<file path="config.mk">
export PLATFORM = sky130hd
export DESIGN_NAME = sipo_latch_ctrl
export DESIGN_NICKNAME = d
export VERILOG_FILES = /design/src/rtl/sipo_latch_ctrl_pkg.sv /design/src/rtl/sipo_latch_ctrl.sv
export SDC_FILE = /design/constraint.sdc
export NUM_CORES = 1
export LEC_CHECK = 0
export CAP_MARGIN = 10
export CORE_ASPECT_RATIO = 1.25
export CORE_MARGIN = 2
export CORE_UTILIZATION = 50
export CTS_CLUSTER_DIAMETER = 40
export DETAILED_ROUTE_END_ITERATION = 8
export PLACE_DENSITY_LB_ADDON = 0.15
export SLEW_MARGIN = 20
export SYNTH_ARGS = -nofsm -noshare
export SYNTH_HDL_FRONTEND = slang
export SYNTH_SLANG_ARGS = --single-unit
</file>
<file path="constraint.sdc">
create_clock -name i_clk -period 4 [get_ports i_clk]
set_clock_uncertainty 0.1 [all_clocks]
set_input_delay 0.8 -clock i_clk [delete_from_list [all_inputs] [get_ports i_clk]]
set_output_delay 0.8 -clock i_clk [all_outputs]
set_load 0.01 [all_outputs]
</file>
<file path="src/rtl/sipo_latch_ctrl_pkg.sv">
// Shared definitions for the serial-in, parallel-out latch-bank driver:
// FSM state encoding and counter sizing helper.
package sipo_latch_ctrl_pkg;

  typedef enum logic [1:0] {
    SHIFT  = 2'd0,
    SETUP  = 2'd1,
    ENABLE = 2'd2,
    HOLD   = 2'd3
  } state_t;

  function automatic int max4(input int a, input int b, input int c, input int d);
    int m;
    m = a;
    if (b > m) m = b;
    if (c > m) m = c;
    if (d > m) m = d;
    return m;
  endfunction

endpackage

</file>
<file path="src/rtl/sipo_latch_ctrl.sv">
// Collects a serial bit stream into a word and drives a transparent latch bank
// so that the data is stable for the whole setup / enable / hold window.
module sipo_latch_ctrl
  import sipo_latch_ctrl_pkg::*;
#(
  parameter int WIDTH     = 8,
  parameter int SETUP_CYC = 1,
  parameter int EN_CYC    = 2,
  parameter int HOLD_CYC  = 1
) (
  input  logic             i_clk,
  input  logic             i_rst,
  input  logic             i_bit_valid,
  input  logic             i_bit,
  output logic             o_bit_ready,
  output logic             o_latch_en,
  output logic [WIDTH-1:0] o_latch_d,
  output logic             o_busy,
  output logic             o_done
);

  localparam int CNT_W = $clog2(max4(WIDTH, SETUP_CYC, EN_CYC, HOLD_CYC) + 1);

  state_t             state;
  logic [WIDTH-1:0]   shreg;
  logic [WIDTH-1:0]   next_word;
  logic [CNT_W-1:0]   bit_cnt;
  logic [CNT_W-1:0]   phase_cnt;

  assign next_word   = {shreg[WIDTH-2:0], i_bit};
  assign o_bit_ready = (state == SHIFT);
  assign o_busy      = (state != SHIFT);

  // o_latch_d is only loaded on the last accepted bit, so it cannot move
  // while the enable window is open; the enable itself is set/cleared on the
  // state transitions around ENABLE.
  always_ff @(posedge i_clk) begin
    if (i_rst) begin
      state      <= SHIFT;
      shreg      <= '0;
      bit_cnt    <= '0;
      phase_cnt  <= '0;
      o_latch_en <= 1'b0;
      o_latch_d  <= '0;
      o_done     <= 1'b0;
    end else begin
      o_done <= 1'b0;
      case (state)
        SHIFT: begin
          if (i_bit_valid) begin
            shreg <= next_word;
            if (bit_cnt == CNT_W'(WIDTH - 1)) begin
              o_latch_d <= next_word;
              bit_cnt   <= '0;
              phase_cnt <= '0;
              state     <= SETUP;
            end else begin
              bit_cnt <= bit_cnt + CNT_W'(1);
            end
          end
        end
        SETUP: begin
          if (phase_cnt == CNT_W'(SETUP_CYC - 1)) begin
            phase_cnt  <= '0;
            o_latch_en <= 1'b1;
            state      <= ENABLE;
          end else begin
            phase_cnt <= phase_cnt + CNT_W'(1);
          end
        end
        ENABLE: begin
          if (phase_cnt == CNT_W'(EN_CYC - 1)) begin
            phase_cnt  <= '0;
            o_latch_en <= 1'b0;
            state      <= HOLD;
          end else begin
            phase_cnt <= phase_cnt + CNT_W'(1);
          end
        end
        HOLD: begin
          if (phase_cnt == CNT_W'(HOLD_CYC - 1)) begin
            phase_cnt <= '0;
            bit_cnt   <= '0;
            o_done    <= 1'b1;
            state     <= SHIFT;
          end else begin
            phase_cnt <= phase_cnt + CNT_W'(1);
          end
        end
        default: begin
          state      <= SHIFT;
          o_latch_en <= 1'b0;
        end
      endcase
    end
  end

endmodule
</file>
==> results.toml, run 1 <==
[drt]
avgViaCountPerCell = 5.16
wl_per_cell_um = 12.0
firstDrtPassIters = 4
drt_iter0_drc = 14
finalWirelength_mm = 2.22
route.detailed.drc = 0
antenna_left = 0
vias = 955

[worst_setup_path]
critical-path-slowest-cell = "clkdlybuf4s50_1"
cp-start-kind = "flop"
crit_type = "flop to primary output"
crit_arrival_ns = 1.73
crit_path_end_kind = "primary output"
crit_path_max_fanout = 8
worstPathRequired_ns = 3.10
cpMostUsedCell = "inv_1"
crit_chain = "inv_1 > ha_1 > inv_1 > clkdlybuf4s50_1"
max_stage_delay_ns = 0.53

[clock_tree]
cts_tree = "built"
clk_path_buf_depth = 2
cts_hold_buf = 0
clkTransAtPathRegs_ns = 0.14
clk_latency_ns = 0.31
cts_resized = 0
cts-buffers-inserted = 3
cts_sinks = 27
cts_root_buffer = "clkbuf_4"
postCtsSetupBuffers = 0
ctsHtreeMaxLevel = 1

[global_route]
grt_pass1_vias = 911
antenna_found_initial = 0
grt.total_usage_pct = 17.2
grt_max_degree = 27
grt_pass1_wl_mm = 3.93
grt_overflow = 0

[die]
io_pins = 16
start_util_pct = 51.6
core_um2 = 2400
die-area_um2 = 2900
num_rows = 20
die_h_um = 59.7
die_w_um = 48.5

[sta]
relSlewSlack_pct = 42.5
finalCritPeriodShare_pct = 65.8
finalCriticalPeriod_ns = 2.63
hold_violations = 0
tightest_slew_ns = 0.859
slew_viol_final = 0
max_freq_ghz = 0.380
grt_setup_unrepaired = "no"
hold_ws_ns = 0.377
setup-tns-final_ns = 0
setup_slack_ns = 1.37
setup_viol = 0

[logic_synthesis]
synth-edff-count = 0
yosysTopAreaCellShare_pct = 43.6
yosys.area.top_type = "dfxtp_1"
synthAdderAreaFrac_pct = 9.08
synth_cells = 140
synth.ff_latch_count = 27
yosysWarnings = 0
yosys.area_share.simple_pct = 22.3
synth_top_family_by_area = "simple AND/OR/NAND/NOR gates"
syn-num-nets = 153
synth_area_leaders = "dfxtp_1, ha_1, mux2i_1"
synthArstFlopShare_pct = 0
synth_area_um2 = 1240
synthXorXnorAreaFrac_pct = 2.12
yosysSeqAreaShare_pct = 43.6
synth_cell_types = 31
synth_ff_type = "dfxtp_1"
synth_compound_area_share_pct = 12.7
syn_area_per_cell_um2 = 8.86
synthMuxAreaShare_pct = 6.46

[final_layout]
antenna_cells = 0
postLayoutCoreUtil_pct = 59.5
synthToLayoutAreaGrowth_pct = 15.3
drive_gt1_share_pct = 5.26
nNetsFinal = 166

[place]
finalWeightedCongestion = 0.814
port_buffers = 15
pre_cts_ws_ns = 1.34
dp_hpwl_mm = 1.65

[run_status]
run_status = "finished clean"

[power]
worst_ir_drop_vdd_uv = 237
powerDensity_nw_per_um2 = 445
leakagePower_nw = 0.525

[job]
maxCapViolCount = 0

[worst_hold_path]
hp-class = "flop to flop"
-- synthesized netlist by cell type, drive strengths merged, types with 2 or more instances --
library cell,number
ha,9
or3b,2
dfxtp,27
nand2,18
a21oi,15
o21ai,4
inv,5
nor2b,2
mux2i,8
xnor2,3
nor2,19
nor3b,3
clkbuf,6
or4b,2
and2,2
-- kinds of logic (layout without fill, tap and decap cells) --
group                    Yosys count  in the layout
adder cells (fa/ha/maj)            9              9
XOR/XNOR                           3              3
multiplexers                       8              8
AO/OA/AOI/OAI                     26             26
buffers and inverters             12             24
flip-flops                        27             27
AND/OR/NAND/NOR                   55             55
-- registers in the layout, summed over array words and instances (netlist names) --
signal,count
o_latch_d,8
shreg,7
bit_cnt,4
phase_cnt,4
state,2
o_done,1
o_latch_en,1
-- final cells by class --
cell class	instances	area [um2]
multi-input cells	101	653
repair buffers	15	150
fillers	243	972
clock buffers	4	26.3
flip-flops and latches	27	541
inverters	5	18.8
well taps	33	41.3
-- per-stage QoR --
stage / instances / instance area (um2) / power [mW]
5_1_grt: 185 / 1430 / 0.681
3_3_place_gp: 181 / 1400 / 0.525
2_1_floorplan: 140 / 1240 / 0.466
3_5_place_dp: 181 / 1400 / 0.532
4_1_cts: 185 / 1430 / 0.644
6_report: 185 / 1430 / 0.636
-- final timing paths --
| kind | depth (start not counted) | start | endpoint | slack [ns] |
|---|---|---|---|---|
| setup reg to reg | 6 | phase_cnt[0]$_SDFFE_PP0P_ | state[1]$_SDFFE_PP0P_ | 1.82 |
| hold / removal | 2 | shreg[6]$_SDFFE_PP0N_ | shreg[6]$_SDFFE_PP0N_ | 0.38 |
| hold reg to reg | 2 | shreg[6]$_SDFFE_PP0N_ | shreg[6]$_SDFFE_PP0N_ | 0.38 |
| setup / recovery | 4 | state[0]$_SDFFE_PP0P_ | o_busy | 1.37 |
-- layout by cell type, fill, tap and decap left out, drive strengths merged, types with 2 or more instances in the layout --
cell	instances
dfxtp	27
nor2	19
nand2	18
a21oi	15
clkdlybuf4s50	15
ha	9
mux2i	8
inv	5
o21ai	4
clkbuf	4
xnor2	3
nor3b	3
and2	2
or4b	2
nor2b	2
or3b	2
-- power breakdown --
part / internal, mW / switching, mW
sequential: 0.293 / 0.0206
clock: 0.0389 / 0.0721
combinational: 0.0967 / 0.115
total: 0.429 / 0.208
-- routing by layer --
metal	vias up	global-route usage, %	share of wire, %
li1	499	-	-
met1	439	21.1	48
met2	15	30.8	49
met3	2	3.50	2.8
met4	0	5.31	0.59
met5	-	0	0
-- worst max-delay path, delay by kind of cell, from the launching register on --
kind,cells,cell delay (ns)
buffers and inverters,3,0.74
flip-flops,1,0.38
adder cells (fa/ha/maj),1,0.30
Note: power is estimated with default switching activity, not from simulation.
==> inputs of run 2 (changes only) <==
- CORE_UTILIZATION: 50 -> 48
- clock period: 4 -> 2.12 ns (I/O delays scaled with it)
==> run 2 against run 1 <==
The flow now finishes with violations (setup timing). Sequential power up 89%. Clock power grew 110%. Global-route usage is 0.10 points higher. Combinational power grew 150%. Register-to-register slack got worse by 1.8 ns. Cell area increased by 8.6%. Non-clock buffer count increased by 10. Die area rose by 3.9%. Via count rose by 5.5%. Critical path depth up 2. Routed wire length up 9.7%. Critical path type is now flop to flop. Highest routed layer unchanged.
==> results.toml, run 2 (same netlist as run 1, synthesis figures left out) <==
[run_status]
run_status = "finished, violations left"
violations = "setup timing"

[global_route]
grt_pass1_vias = 916
grt_overflow = 0
grt_max_degree = 17
grt.total_usage_pct = 17.3
antenna_found_initial = 0
grt_pass1_wl_mm = 4.02

[final_layout]
largest_reg_flops = 8
postLayoutCoreUtil_pct = 63.3
drive_gt1_share_pct = 17.3
nNetsFinal = 176
layout_commonest_cell = "dfxtp_1"
synthToLayoutAreaGrowth_pct = 25.2
antenna_cells = 0
fin_area_um2 = 1550
final_cell_mix = "dfxtp_1, nor2_1, nand2_1, a21oi_1, clkdlybuf4s50_1"
top_regs = "o_latch_d x8, shreg x7"
regMostFlops = "o_latch_d"

[place]
port_buffers = 15
finalWeightedCongestion = 0.757
dp_hpwl_mm = 1.75
placedInstanceArea_um2 = 1460

[drt]
antenna_left = 0
drt_iter0_drc = 14
wl_per_cell_um = 12.5
route.detailed.drc = 0
firstDrtPassIters = 4
vias = 1008
finalWirelength_mm = 2.43
avgViaCountPerCell = 5.17

[worst_setup_path]
crit_chain = "inv_2 > ha_4 > or3b_4 > a2111o_1 > or3b_1 > a21oi_1"
critical-path-slowest-cell = "a2111o_1"
crit_path_end_kind = "flop"
cp-start-kind = "flop"
max_stage_delay_ns = 0.47
crit_type = "flop to flop"
path_delay_family = "simple AND/OR/NAND/NOR gates"
worstReg2RegStart = "phase_cnt[1]$_SDFFE_PP0P_"
critPathBufInv = 1
critPathLaunch = "phase_cnt[1]$_SDFFE_PP0P_"
crit_arrival_ns = 2.28
worstPathRequired_ns = 2.28
crit_path_max_fanout = 5

[worst_hold_path]
hp-class = "flop to flop"
hp-start = "shreg[6]$_SDFFE_PP0N_"

[sta]
setup_viol = 1
grt_setup_unrepaired = "yes"
finalCriticalPeriod_ns = 2.12
setup_slack_ns = -0.00424
finalCritPeriodShare_pct = 100
slew_viol_final = 0
tightest_slew_ns = 0.506
max_freq_ghz = 0.471
relSlewSlack_pct = 66.2
hold_violations = 0

[die]
num_rows = 20
start_util_pct = 50.6
io_pins = 16
die-area_um2 = 3010
core_um2 = 2450
die_w_um = 49.5
die_h_um = 60.8

[clock_tree]
cts_hold_buf = 0
clkTransAtPathRegs_ns = 0.15
cts_root_buffer = "clkbuf_4"
clk_path_buf_depth = 2
cts_tree = "built"
ctsHtreeMaxLevel = 1
cts-buffers-inserted = 3
clk_latency_ns = 0.32
cts_sinks = 27

[job]
maxCapViolCount = 0

[power]
powerDensity_nw_per_um2 = 865
worst_ir_drop_vdd_uv = 538
leakagePower_nw = 0.587
[run 2: cell count changes in the layout (fill, tap and decap cells not counted), moves of 3 or more]
cell,before,now
dfxtp_2,0,4
inv_2,0,3
inv_1,5,2
dfxtp_1,27,23
buf_4,0,9
[run 2: path summary, 6_finish.rpt]
kind | to | slack (ns) | depth (start not counted)
setup / recovery | state[1]$_SDFFE_PP0P_ | -0.004 | 6
hold / removal | shreg[6]$_SDFFE_PP0N_ | 0.38 | 2
setup reg to reg | state[1]$_SDFFE_PP0P_ | -0.004 | 6
hold reg to reg | shreg[6]$_SDFFE_PP0N_ | 0.38 | 2
[run 2: metrics by stage]
stage               std cells  setup TNS, ns  total power [mW]  hold slack, ns  setup WS, ns
floorplan                 140              0             0.879           0.336         0.106
global placement          187              0              1.03           0.348        0.0611
detailed placement        187              0              1.04           0.354       0.00267
CTS                       191              0              1.29           0.374        0.0172
global route              195        -0.0497              1.44           0.388       -0.0497
finish                    195       -0.00424              1.34           0.375      -0.00424
[run 2: timing repair]
action,in CTS,in global routing
gates resized for setup,6,7
hold endpoints to repair,0,0
endpoints found under the setup margin,3,4
setup buffers,0,4
pin swaps,1,4
[run 2: final cells by class]
type / count / area, um2
Clock inverter: 1 / 7.51
Sequential cell: 27 / 546
Timing Repair Buffer: 25 / 239
Fill cell: 227 / 900
Inverter: 5 / 18.8
Multi-Input combinational cell: 101 / 678
Tap cell: 33 / 41.3
Clock buffer: 3 / 22.5
[run 2: worst min-delay path: stages, from the launching register on]
cell and delay, ns:
dfxtp_1 0.34, nand2_1 0.05, a21oi_1 0.05
[run 2: metal layers]
metal | track usage, % | share of wire (%)
met1 | 20.5 | 46
met2 | 32.2 | 51
met3 | 2.96 | 2.5
met4 | 5.56 | 0.53
met5 | 0 | 0
[run 2: power breakdown]
part           internal [mW]  switching (mW)  total (mW)
clock network         0.0720           0.159       0.231
logic                  0.259           0.261       0.520
registers              0.558          0.0350       0.593
==> inputs of run 3 (changes only) <==
- SETUP_SLACK_MARGIN: unset -> 0.3
==> run 3 against run 2 <==
Via count increased by 3.0%. Flip-flop and latch count unchanged. The run now ends clean. Global-route usage increased by 0.69 points. Non-clock buffer count increased by 2. Sequential share of layout area decreased by 0.91 points. Die area unchanged. Combinational power increased by 7.1%. Critical path depth unchanged. Count of clock-buffer cells in the layout unchanged.
==> results.toml, run 3 (same netlist as run 1, synthesis figures left out) <==
[run_status]
run_status = "finished clean"

[final_layout]
regMostFlops = "o_latch_d"
nNetsFinal = 178
layout_commonest_cell = "dfxtp_1"
final_cell_mix = "dfxtp_1, nor2_1, nand2_1, a21oi_1, clkdlybuf4s50_1"
largest_reg_flops = 8
drive_gt1_share_pct = 22.6
fill_cells = 239
synthToLayoutAreaGrowth_pct = 28.6
antenna_cells = 0
top_regs = "o_latch_d x8, shreg x7"

[job]
maxCapViolCount = 0

[sta]
max_freq_ghz = 0.494
relSlewSlack_pct = 64.5
setup_slack_ns = 0.0967
hold_violations = 0
grt_setup_unrepaired = "yes"
finalCritPeriodShare_pct = 95.4
setup_viol = 0
slew_viol_final = 0
hold_ws_ns = 0.366
tightest_slew_ns = 0.532
finalCriticalPeriod_ns = 2.02
setup-tns-final_ns = 0

[worst_setup_path]
cp-start-kind = "flop"
crit_type = "flop to flop"
crit_path_max_fanout = 3
crit_arrival_ns = 2.18
worstPathRequired_ns = 2.28
crit_path_end_kind = "flop"

[power]
p_int_mw = 0.903
leakagePower_nw = 0.606
switching_share_pct = 34.3
worst_ir_drop_vdd_uv = 583
p_sw_mw = 0.472
pwr-share-comb_pct = 40.5
powerDensity_nw_per_um2 = 863
p_clk_share_pct = 15.8
p_seq_share_pct = 43.7

[drt]
firstDrtPassIters = 4
drt_iter0_drc = 32
avgViaCountPerCell = 5.27
antenna_left = 0
route.detailed.drc = 0
vias = 1038
wl_per_cell_um = 12.8
finalWirelength_mm = 2.53

[place]
port_buffers = 15
finalWeightedCongestion = 0.727
dp_hpwl_mm = 1.70
pre_cts_ws_ns = 0.0494

[die]
die_h_um = 60.8
die-area_um2 = 3010
start_util_pct = 50.6
io_pins = 16
die_w_um = 49.5
num_rows = 20
core_um2 = 2450

[global_route]
grt.total_usage_pct = 18.0
antenna_found_initial = 0
grt_overflow = 0
grt_use_met2_pct = 33.8
grt_pass1_vias = 969
grt.busiest_layer = "met2"
grt_max_degree = 22
grt_pass1_wl_mm = 4.11
grt_util_met1_pct = 19.7
use_met3_pct = 2.96

[clock_tree]
clkTransAtPathRegs_ns = 0.14
cts-buffers-inserted = 3
clk_path_buf_depth = 2
ctsHtreeMaxLevel = 1
cts_tree = "built"
cts_sinks = 27
cts_root_buffer = "clkbuf_4"
cts_hold_buf = 0
clk_latency_ns = 0.32

[worst_hold_path]
hp-class = "flop to flop"
[run 3: cell types whose count changed in the layout (fill, tap and decap cells not counted), sizes merged]
| cell | before | now |
|---|---|---|
| buf | 10 | 12 |
| clkinv | 0 | 1 |
| clkinvlp | 1 | 0 |
| dlygate4sd2 | 1 | 2 |
| dlymetal6s2s | 1 | 0 |
[run 3: per-layer routing]
| layer | part of all wire (%) | up-vias |
|---|---|---|
| met1 | 45 | 492 |
| met4 | 1.2 | 0 |
| met5 | 0 | - |
| li1 | - | 526 |
| met2 | 51 | 16 |
| met3 | 2.6 | 4 |
[run 3: path summary, 6_finish.rpt]
kind / from / end / slack [ns] / cells past startpoint
worst max-delay path: phase_cnt[1]$_SDFFE_PP0P_ / state[1]$_SDFFE_PP0P_ / 0.1 / 6
worst min-delay path: shreg[6]$_SDFFE_PP0N_ / shreg[6]$_SDFFE_PP0N_ / 0.37 / 2
worst max register to register: phase_cnt[1]$_SDFFE_PP0P_ / state[1]$_SDFFE_PP0P_ / 0.1 / 6
worst min register to register: shreg[6]$_SDFFE_PP0N_ / shreg[6]$_SDFFE_PP0N_ / 0.37 / 2
[run 3: power by group through the flow]
stage,combinational (mW),sequential [mW],clock [mW]
6_report,0.557,0.601,0.217
5_1_grt,0.608,0.607,0.248
3_3_place_gp,0.426,0.599,0
3_5_place_dp,0.430,0.603,0
2_1_floorplan,0.288,0.599,0
4_1_cts,0.518,0.594,0.229
[run 3: what timing repair did]
action                     in CTS  in global routing
setup endpoints to repair       9                 10
hold endpoints to repair        0                  0
resized for setup              17                  6
gates cloned                    0                  0
setup buffers                   6                  2
pin swaps                       6                  3
[run 3: cell type report]
class	instances	area (um2)	share of cell area [%]
multi-input cells	101	721	45.2
flip-flops and latches	27	546	34.2
repair buffers	27	238	14.9
well taps	33	41.3	2.59
clock buffers	3	22.5	1.41
inverters	5	21.3	1.33
clock inverters	1	5.00	0.314
[run 3: stage by stage]
step           area [um2]  cells  power [mW]  util [%]
3_3_place_gp         1440    185        1.02      58.7
6_report             1590    197        1.38      65.0
2_1_floorplan        1250    140       0.887         -
5_1_grt              1590    197        1.46      65.0
3_5_place_dp         1440    185        1.03      58.7
4_1_cts              1570    195        1.34      64.0
[run 3: worst max-delay path, cell delays in order, from the launching register on]
cell	delay [ns]
dfxtp_2	0.36
inv_2	0.09
ha_4	0.14
or3b_4	0.37
a2111o_1	0.40
or3b_4	0.38
a21oi_2	0.12
